[src/rtl/set_scanner_pkg.sv]
// Shared constants, mode encodings and FSM state type for the set scanner.
package set_scanner_pkg;
    localparam int COORD_SZ   = 4;
    localparam int GRID_MAX   = 8;
    localparam int CAND_SZ    = 8;
    localparam int MODE_SZ    = 2;
    localparam int COVERED_SZ = 3;

    // A only, A and B, A xor B, exactly two of A/B/C
    localparam logic [MODE_SZ-1:0] MODE1 = 2'd0;
    localparam logic [MODE_SZ-1:0] MODE2 = 2'd1;
    localparam logic [MODE_SZ-1:0] MODE3 = 2'd2;
    localparam logic [MODE_SZ-1:0] MODE4 = 2'd3;

    typedef enum logic [1:0] {
        S_IDLE  = 2'd0,
        S_SCAN  = 2'd1,
        S_DRAIN = 2'd2,
        S_DONE  = 2'd3
    } state_e;
endpackage

[src/rtl/set_scanner_circle_hit.sv]
// Combinational point-in-circle test: covered when (x-cx)^2 + (y-cy)^2 <= r^2.
module circle_hit #(
    parameter int COORD_W = 4
) (
    input  logic [COORD_W-1:0] x,
    input  logic [COORD_W-1:0] y,
    input  logic [COORD_W-1:0] cx,
    input  logic [COORD_W-1:0] cy,
    input  logic [COORD_W-1:0] r,
    output logic               covered
);
    logic [COORD_W:0]     dx, dy, ndx, ndy;
    logic [COORD_W-1:0]   adx, ady;
    logic [2*COORD_W-1:0] sqx, sqy, r2;
    logic [2*COORD_W:0]   d2;

    // Square the magnitudes; d2 carries one extra bit so far-off centres cannot wrap.
    always_comb begin
        dx  = {1'b0, x} - {1'b0, cx};
        dy  = {1'b0, y} - {1'b0, cy};
        ndx = -dx;
        ndy = -dy;
        adx = dx[COORD_W] ? ndx[COORD_W-1:0] : dx[COORD_W-1:0];
        ady = dy[COORD_W] ? ndy[COORD_W-1:0] : dy[COORD_W-1:0];
        sqx = {{COORD_W{1'b0}}, adx} * {{COORD_W{1'b0}}, adx};
        sqy = {{COORD_W{1'b0}}, ady} * {{COORD_W{1'b0}}, ady};
        r2  = {{COORD_W{1'b0}}, r} * {{COORD_W{1'b0}}, r};
        d2  = {1'b0, sqx} + {1'b0, sqy};
        covered = (d2 <= {1'b0, r2});
    end
endmodule

[src/rtl/set_scanner.sv]
// Walks the lattice one point per clock, presents per-circle coverage to the
// external set-logic unit and counts the points it reports as hits.
module set_scanner
    import set_scanner_pkg::*;
#(
    parameter int GRID_N  = GRID_MAX,
    parameter int COORD_W = COORD_SZ
) (
    input  logic                  clk,
    input  logic                  rst,
    input  logic                  en_i,
    input  logic [6*COORD_W-1:0]  central_i,
    input  logic [3*COORD_W-1:0]  radius_i,
    input  logic [MODE_SZ-1:0]    mode_i,
    output logic [COVERED_SZ-1:0] covered_o,
    output logic [MODE_SZ-1:0]    mode_o,
    input  logic                  hit_i,
    output logic                  busy_o,
    output logic                  valid_o,
    output logic [CAND_SZ-1:0]    candidate_o
);
    localparam int NPTS  = GRID_N * GRID_N;
    localparam int P_W   = $clog2(NPTS);
    localparam int CNT_W = $clog2(NPTS + 1);
    localparam logic [P_W-1:0] P_LAST = P_W'(NPTS - 1);

    state_e                 state_d, state_q;
    logic [6*COORD_W-1:0]   central_d, central_q;
    logic [3*COORD_W-1:0]   radius_d, radius_q;
    logic [MODE_SZ-1:0]     mode_d, mode_q;
    logic [P_W-1:0]         p_d, p_q;
    logic [CNT_W-1:0]       count_d, count_q;
    logic [COVERED_SZ-1:0]  covered_d, covered_q;
    logic                   cov_vld_d, cov_vld_q;
    logic                   busy_d, busy_q;
    logic                   valid_d, valid_q;
    logic [CAND_SZ-1:0]     candidate_d, candidate_q;

    logic [COORD_W-1:0]     px, py;
    logic [COVERED_SZ-1:0]  cov;
    logic                   hit_eff;

    // x is the outer loop, y the inner; lattice coordinates start at 1.
    always_comb begin
        px = COORD_W'(int'(p_q) / GRID_N + 1);
        py = COORD_W'(int'(p_q) % GRID_N + 1);
    end

    for (genvar i = 0; i < 3; i++) begin : g_circ
        circle_hit #(.COORD_W(COORD_W)) u_circ (
            .x       (px),
            .y       (py),
            .cx      (central_q[(6-2*i)*COORD_W-1 -: COORD_W]),
            .cy      (central_q[(5-2*i)*COORD_W-1 -: COORD_W]),
            .r       (radius_q[(3-i)*COORD_W-1 -: COORD_W]),
            .covered (cov[2-i])
        );
    end

    // Gating keeps an undriven hit_i outside the scan window out of the count.
    assign hit_eff = cov_vld_q & hit_i;

    always_comb begin
        state_d     = state_q;
        central_d   = central_q;
        radius_d    = radius_q;
        mode_d      = mode_q;
        p_d         = p_q;
        count_d     = count_q;
        covered_d   = covered_q;
        cov_vld_d   = cov_vld_q;
        busy_d      = busy_q;
        valid_d     = valid_q;
        candidate_d = candidate_q;
        case (state_q)
            S_IDLE: begin
                if (en_i) begin
                    central_d = central_i;
                    radius_d  = radius_i;
                    mode_d    = mode_i;
                    busy_d    = 1'b1;
                    p_d       = '0;
                    count_d   = '0;
                    state_d   = S_SCAN;
                end
            end
            S_SCAN: begin
                covered_d = cov;
                cov_vld_d = 1'b1;
                p_d       = p_q + 1'b1;
                count_d   = count_q + {{(CNT_W-1){1'b0}}, hit_eff};
                if (p_q == P_LAST) state_d = S_DRAIN;
            end
            S_DRAIN: begin
                // Last point's hit is still on hit_i; fold it straight into the result.
                candidate_d = CAND_SZ'(count_q) + {{(CAND_SZ-1){1'b0}}, hit_eff};
                valid_d     = 1'b1;
                cov_vld_d   = 1'b0;
                state_d     = S_DONE;
            end
            S_DONE: begin
                valid_d = 1'b0;
                busy_d  = 1'b0;
                state_d = S_IDLE;
            end
            default: state_d = S_IDLE;
        endcase
    end

    always_ff @(posedge clk) begin
        if (rst) begin
            state_q     <= S_IDLE;
            central_q   <= '0;
            radius_q    <= '0;
            mode_q      <= '0;
            p_q         <= '0;
            count_q     <= '0;
            covered_q   <= '0;
            cov_vld_q   <= 1'b0;
            busy_q      <= 1'b0;
            valid_q     <= 1'b0;
            candidate_q <= '0;
        end else begin
            state_q     <= state_d;
            central_q   <= central_d;
            radius_q    <= radius_d;
            mode_q      <= mode_d;
            p_q         <= p_d;
            count_q     <= count_d;
            covered_q   <= covered_d;
            cov_vld_q   <= cov_vld_d;
            busy_q      <= busy_d;
            valid_q     <= valid_d;
            candidate_q <= candidate_d;
        end
    end

    assign covered_o   = covered_q;
    assign mode_o      = mode_q;
    assign busy_o      = busy_q;
    assign valid_o     = valid_q;
    assign candidate_o = candidate_q;
endmodule
[config.mk]
export PLATFORM = sky130hd
export DESIGN_NAME = set_scanner
export DESIGN_NICKNAME = d
export VERILOG_FILES = /design/src/rtl/set_scanner_pkg.sv /design/src/rtl/set_scanner_circle_hit.sv /design/src/rtl/set_scanner.sv
export SDC_FILE = /design/constraint.sdc
export NUM_CORES = 1
export LEC_CHECK = 0
export BUFFER_PORTS_ARGS = -buffer_cell sky130_fd_sc_hd__buf_2
export CORE_UTILIZATION = 45
export DETAILED_ROUTE_END_ITERATION = 6
export PLACE_DENSITY = 0.61
export SLEW_MARGIN = 20
export SYNTH_ARGS = -nofsm -noshare
export SYNTH_HDL_FRONTEND = slang
export SYNTH_HIERARCHICAL = 1
export SYNTH_SLANG_ARGS = --single-unit
export TNS_END_PERCENT = 50
[constraint.sdc]
create_clock -name clk -period 15 [get_ports clk]
set_clock_uncertainty 0.05 [all_clocks]
set_input_delay 0.75 -clock clk [delete_from_list [all_inputs] [get_ports clk]]
set_output_delay 0.75 -clock clk [all_outputs]
set_load 0.02 [all_outputs]
==> metrics.cfg, run 1 <==
[outcome]
outcome=completed

[logic_synthesis]
syn-num-nets=1127
syn_inst=921
synthTopCellsByCount=inv_1 (130), ha_1 (122), nand2_1 (118), a21oi_1 (91), dfxtp_1 (67)
ys_ff_latch=67
netlist_area_mm2=0.00752
synth.top_cell.area_share=0.203
yosys.area.top_type=ha_1
ys_types=68
synth_edf_count=0
synth_seq_area_share=0.178
synth-main-ff-cell=dfxtp_1
synthTopCellsByArea=ha_1 (20%), dfxtp_1 (18%), fa_1 (11%), inv_1 (6.5%), a21oi_1 (6.1%)
ys_warn_count=6
syn_avg_cell_area_um2=8.16
yosysMostFrequentCell=inv_1
async_flop_share=0

[placed_design]
routabilityCongestion=0.824
preCtsSetupSlack_ns=8.22
port_buffers=56
placed_cell_area_mm2=0.00800
dp.final_hpwl_um=12500

[drt]
avgRoutedWirePerCell_um=13.2
first_iter_violations=226
dr.pass1.iters=4
vias=6144
vias_per_cell=5.15
ant_nets=0
route.detailed.drc=0
drt-total-wl_um=15800

[critical_path]
crit_fanout=6
cp_data_required_time_ns=15.16
cp-start-kind=register
worstPathArrival_ns=6.87
cp-end-kind=register
crit_type=reg -> reg

[cts]
cts-root-buf=clkbuf_16
postCtsSetupRepairBufs=0
hold_buffers=0
clk_pin_slew_ns=0.06
clockBufferDepth=2
cts-resized-gates=0
h-tree-depth=3
clk-insertion-delay-late_ns=0.34
cts-buffers-inserted=9
cts_tree=built
clock-sinks=67

[die]
rows=46
ios=57
dieArea_mm2=0.0172
fp.dieW_um=131
die_height_um=131
start_util=0.466
core_area_mm2=0.0161

[grt]
grt_pass1_vias=5942
antenna_found_initial=0
grtUsageTotal=0.194
grt_overflow=0
grt_start_max_net_pins=61
grt_pass1_wl_um=27600

[timing]
period_minus_slack_ns=6.71
rsz0062_at_grt=false
drv_slew=0
finalSetupTns_ns=0
whs_ns=0.401
max_freq_ghz=0.149
period_share=0.447
max-slew-margin-rel=0.383
finalSetupViolCount=0
tightest_slew_ns=0.926
finalHoldViolCount=0
worst_slack_ns=8.29

[final_layout]
drive_gt1_frac=0.0932
finalInstanceArea_mm2=0.00828
synthToLayoutAreaGrowth_pct=10.2
diodes=0
finalNetCount=1177
fillers=1599

[run]
maxCapViolCount=0

[worst_hold_path]
hold_class=reg -> reg

[per-layer routing]
layer | wire length [um] | up-vias | GRT usage | part of all wire
li1 | - | 3237 | - | -
met1 | 8160 | 2833 | 0.271 | 0.52
met2 | 7070 | 65 | 0.314 | 0.45
met3 | 424 | 9 | 0.0305 | 0.027
met4 | 115 | 0 | 0.0425 | 0.0073
met5 | 0 | - | 0 | 0
[stage by stage]
step,utilization,cells
2_1_floorplan,-,921
3_3_place_gp,0.496,1176
3_5_place_dp,0.496,1176
4_1_cts,0.514,1192
5_1_grt,0.514,1192
6_report,0.514,1192
[final cells by class]
class,count,area (um2),share of cell area
Sequential cell,67,1340,0.162
Inverter,130,488,0.0589
Multi-Input combinational cell,703,5590,0.675
Clock inverter,7,57.6,0.00695
Tap cell,216,270,0.0326
Timing Repair Buffer,60,310,0.0375
Clock buffer,9,225,0.0272
[cells by family (layout without fill, tap and decap cells)]
group / after synthesis / after routing / synth area share
multiplexers: 13 / 13 / 0.0175
AO/OA/AOI/OAI: 207 / 207 / 0.177
XOR/XNOR: 42 / 42 / 0.0561
adder cells (fa/ha/maj): 164 / 164 / 0.315
buffers and inverters: 151 / 206 / 0.0782
flip-flops: 67 / 67 / 0.178
AND/OR/NAND/NOR: 277 / 277 / 0.177
[placed cells by master (no fill, tap or decap), types with 4 or more instances in the layout]
| cell | netlist | layout |
|---|---|---|
| ha_1 | 122 | 122 |
| fa_1 | 42 | 42 |
| a21oi_1 | 91 | 91 |
| or4_1 | 4 | 4 |
| and3_1 | 8 | 8 |
| nand2b_1 | 15 | 15 |
| o2111ai_1 | 4 | 4 |
| buf_2 | 7 | 56 |
| dfxtp_1 | 67 | 67 |
| nor3_1 | 16 | 16 |
| nor2b_1 | 19 | 19 |
| or3_1 | 4 | 4 |
| a211oi_1 | 7 | 7 |
| nand2_1 | 118 | 118 |
| and3b_1 | 4 | 4 |
| buf_4 | 3 | 4 |
| xnor2_1 | 17 | 17 |
| and2_1 | 13 | 13 |
| nor3b_1 | 4 | 4 |
| o31ai_1 | 8 | 8 |
| clkbuf_16 | 0 | 9 |
| a21boi_0 | 4 | 4 |
| xor2_1 | 21 | 21 |
| mux2i_1 | 12 | 12 |
| nand3_1 | 8 | 8 |
| a21o_1 | 21 | 21 |
| a22oi_1 | 6 | 6 |
| o21a_1 | 10 | 10 |
| nor2_1 | 48 | 48 |
| inv_1 | 130 | 130 |
| o21ai_0 | 17 | 17 |
[registers in the layout, summed over array words and instances, names as in the netlist]
signal / cells
state_q: 2
busy_o: 1
covered_o: 3
mode_o: 2
cov_vld_q: 1
candidate_o: 8
p_q: 6
radius_q: 12
central_q: 24
valid_o: 1
count_q: 7
[path summary, 6_finish.rpt]
| path | end | depth (start not counted) | from | slack, ns |
|---|---|---|---|---|
| min reg2reg | mode_o[1] | 2 | mode_o[1] | 0.40 |
| max reg2reg | covered_o[2] | 24 | p_q[3] | 8.29 |
| min | mode_o[1] | 2 | mode_o[1] | 0.40 |
| max | covered_o[2] | 24 | p_q[3] | 8.29 |
[worst max-delay path, cell delays in order (launching register included)]
cell and delay (ns):
dfxtp_1 0.34, ha_1 0.43, inv_1 0.11, fa_1 0.58, ha_1 0.24, o31ai_1 0.57
nor2_1 0.12, fa_1 0.50, inv_1 0.04, fa_1 0.47, inv_1 0.06, fa_1 0.50
fa_1 0.50, ha_1 0.24, fa_1 0.40, a21o_1 0.19, a21oi_1 0.16, xnor2_1 0.14
ha_1 0.18, nor2_1 0.05, o21a_1 0.09, a221oi_1 0.30, nor3_1 0.10, mux2i_1 0.15
nor2_1 0.05
Power of run 1 is not shown: default switching activity piles up to over one toggle a cycle in this logic, so the estimate is an artifact.
==> inputs of run 2 (changes only) <==
==> constraint.sdc (replaced) <==
create_clock -name clk -period 7 [get_ports clk]
set_clock_uncertainty 0.05 [all_clocks]
set_input_delay 0.35 -clock clk [delete_from_list [all_inputs] [get_ports clk]]
set_output_delay 0.35 -clock clk [all_outputs]
set_load 0.02 [all_outputs]
==> run 2 against run 1 <==
Net effect:
- count of clock-buffer cells in the layout grew 1
- final cell count grew 0.34%
- hold slack lost 0.21 ns
- flip-flop and latch count is the same
- sequential share of layout area shrank 0.19 points
- register-to-register slack lost 7.9 ns
- utilization grew 0.60 points
- maximum frequency grew 2.2%
- worst setup slack lost 7.9 ns
==> metrics.cfg, run 2 (same netlist as run 1, synthesis figures left out) <==
[drt]
first_iter_violations=219  ; -3.1%
vias=6168  ; +0.39%
vias_per_cell=5.16  ; about the same
drt-total-wl_um=15600  ; -0.90%
avgRoutedWirePerCell_um=13.1  ; -1.2%
route.detailed.drc=0  ; unchanged
ant_nets=0  ; unchanged
dr.pass1.iters=5  ; +1

[worst_hold_path]
hold_class=in -> reg

[die]
ios=57  ; unchanged
fp.dieW_um=131  ; unchanged
core_area_mm2=0.0161  ; unchanged
rows=46  ; unchanged
dieArea_mm2=0.0172  ; unchanged
die_height_um=131  ; unchanged
start_util=0.466  ; unchanged

[cts]
hold_buffers=0  ; unchanged
clock-sinks=67  ; unchanged
h-tree-depth=3  ; unchanged
clk_pin_slew_ns=0.06  ; about the same
clockBufferDepth=2  ; unchanged
cts-buffers-inserted=9  ; unchanged
cts_tree=built
cts-root-buf=clkbuf_16
clk-insertion-delay-late_ns=0.34  ; about the same

[final_layout]
synthToLayoutAreaGrowth_pct=11.4
final_common_cell=inv_1
diodes=0  ; unchanged
finalNetCount=1181  ; +0.34%
drive_gt1_frac=0.100  ; +0.00676
largest_reg_flops=24  ; unchanged
utilization=0.520  ; +0.00598
largest-register=central_q
instances_no_fill=1196  ; +0.34%
final_cell_mix=inv_1 (130), ha_1 (121), nand2_1 (118), a21oi_1 (91), dfxtp_1 (67)
fillers=1601  ; +0.13%

[timing]
tightest_slew_ns=0.813  ; -0.113 ns
rsz0062_at_grt=false
period_minus_slack_ns=6.57  ; -0.146 ns
finalHoldViolCount=0  ; unchanged
finalSetupViolCount=0  ; unchanged
drv_slew=0  ; unchanged
whs_ns=0.196  ; -0.206 ns
max_freq_ghz=0.152  ; +2.2%
max-slew-margin-rel=0.458  ; +0.0754
finalSetupTns_ns=0  ; unchanged
period_share=0.938  ; +0.490

[critical_path]
cp-start-kind=register
cp_data_required_time_ns=7.16  ; -8.00 ns
worstPathArrival_ns=6.72  ; -0.15 ns
crit_type=reg -> reg
cp-end-kind=register
crit_fanout=7  ; +1

[placed_design]
place_inst=1180  ; +0.34%
routabilityCongestion=0.883  ; +7.1%
port_buffers=56  ; unchanged
dp.final_hpwl_um=12600  ; +0.30%

[run]
maxCapViolCount=0  ; unchanged

[grt]
grt_pass1_vias=5905  ; -0.62%
antenna_found_initial=0  ; unchanged
grt_overflow=0  ; unchanged
grtUsageTotal=0.192  ; -0.00264
grt_pass1_wl_um=27200  ; -1.4%
grt_start_max_net_pins=62  ; +1.6%

[outcome]
outcome=completed

[run 2: changes by cell type in the layout (fill, tap and decap cells not counted), sizes merged]
cell      before  now
buf           60   64
bufinv         0    2
clkbuf         9   10
clkinvlp       2    0
inv          134  133
[run 2: final cells by class]
| cell class | count | area, um2 | area share |
|---|---|---|---|
| clock buffers | 10 | 229 | 0.0273 |
| repair buffers | 64 | 340 | 0.0406 |
| well taps | 216 | 270 | 0.0323 |
| inverters | 130 | 488 | 0.0583 |
| multi-input cells | 703 | 5610 | 0.670 |
| flip-flops and latches | 67 | 1340 | 0.160 |
| clock inverters | 6 | 95.1 | 0.0114 |
[run 2: what timing repair did]
action                     4_1_cts  5_1_grt
setup endpoints to repair        0        2
buffers inserted                 0        0
resized for setup                0        4
[run 2: critical path, stage by stage (launching register included)]
cell and delay (ns):
dfxtp_1 0.33, ha_1 0.46, fa_1 0.50, a21o_2 0.25, a21oi_1 0.43, xnor2_1 0.20
nor2_1 0.08, fa_1 0.53, inv_1 0.05, fa_1 0.47, inv_1 0.05, fa_1 0.50
fa_1 0.48, ha_1 0.24, fa_1 0.40, a21o_1 0.20, a21oi_1 0.17, xnor2_1 0.14
ha_1 0.19, nor2_1 0.05, o21a_1 0.09, a221oi_1 0.28, nor3_1 0.10, mux2i_1 0.13
nor2_1 0.05
[run 2: metal layers]
metal | wire [um] | global-route usage
met4 | 104 | 0.0346
met3 | 584 | 0.0328
met5 | 0 | 0
met2 | 7080 | 0.319
met1 | 7860 | 0.261
[run 2: final timing paths]
path / from / endpoint / slack (ns) / depth (start not counted)
max: p_q[0] / covered_o[2] / 0.43 / 24
min: central_i[6] / central_q[6] / 0.20 / 3
max reg2reg: p_q[0] / covered_o[2] / 0.43 / 24
min reg2reg: central_q[1] / central_q[1] / 0.41 / 2
[run 2: through the flow]
| step | cell area, um2 | worst slack, ns |
|---|---|---|
| 4_1_cts | 8350 | 0.397 |
| 3_5_place_dp | 8030 | 0.396 |
| 3_3_place_gp | 8030 | 0.385 |
| 5_1_grt | 8380 | 0.0110 |
| 2_1_floorplan | 7520 | 0.839 |
| 6_report | 8380 | 0.435 |
Power of run 2 is left out for the same reason.
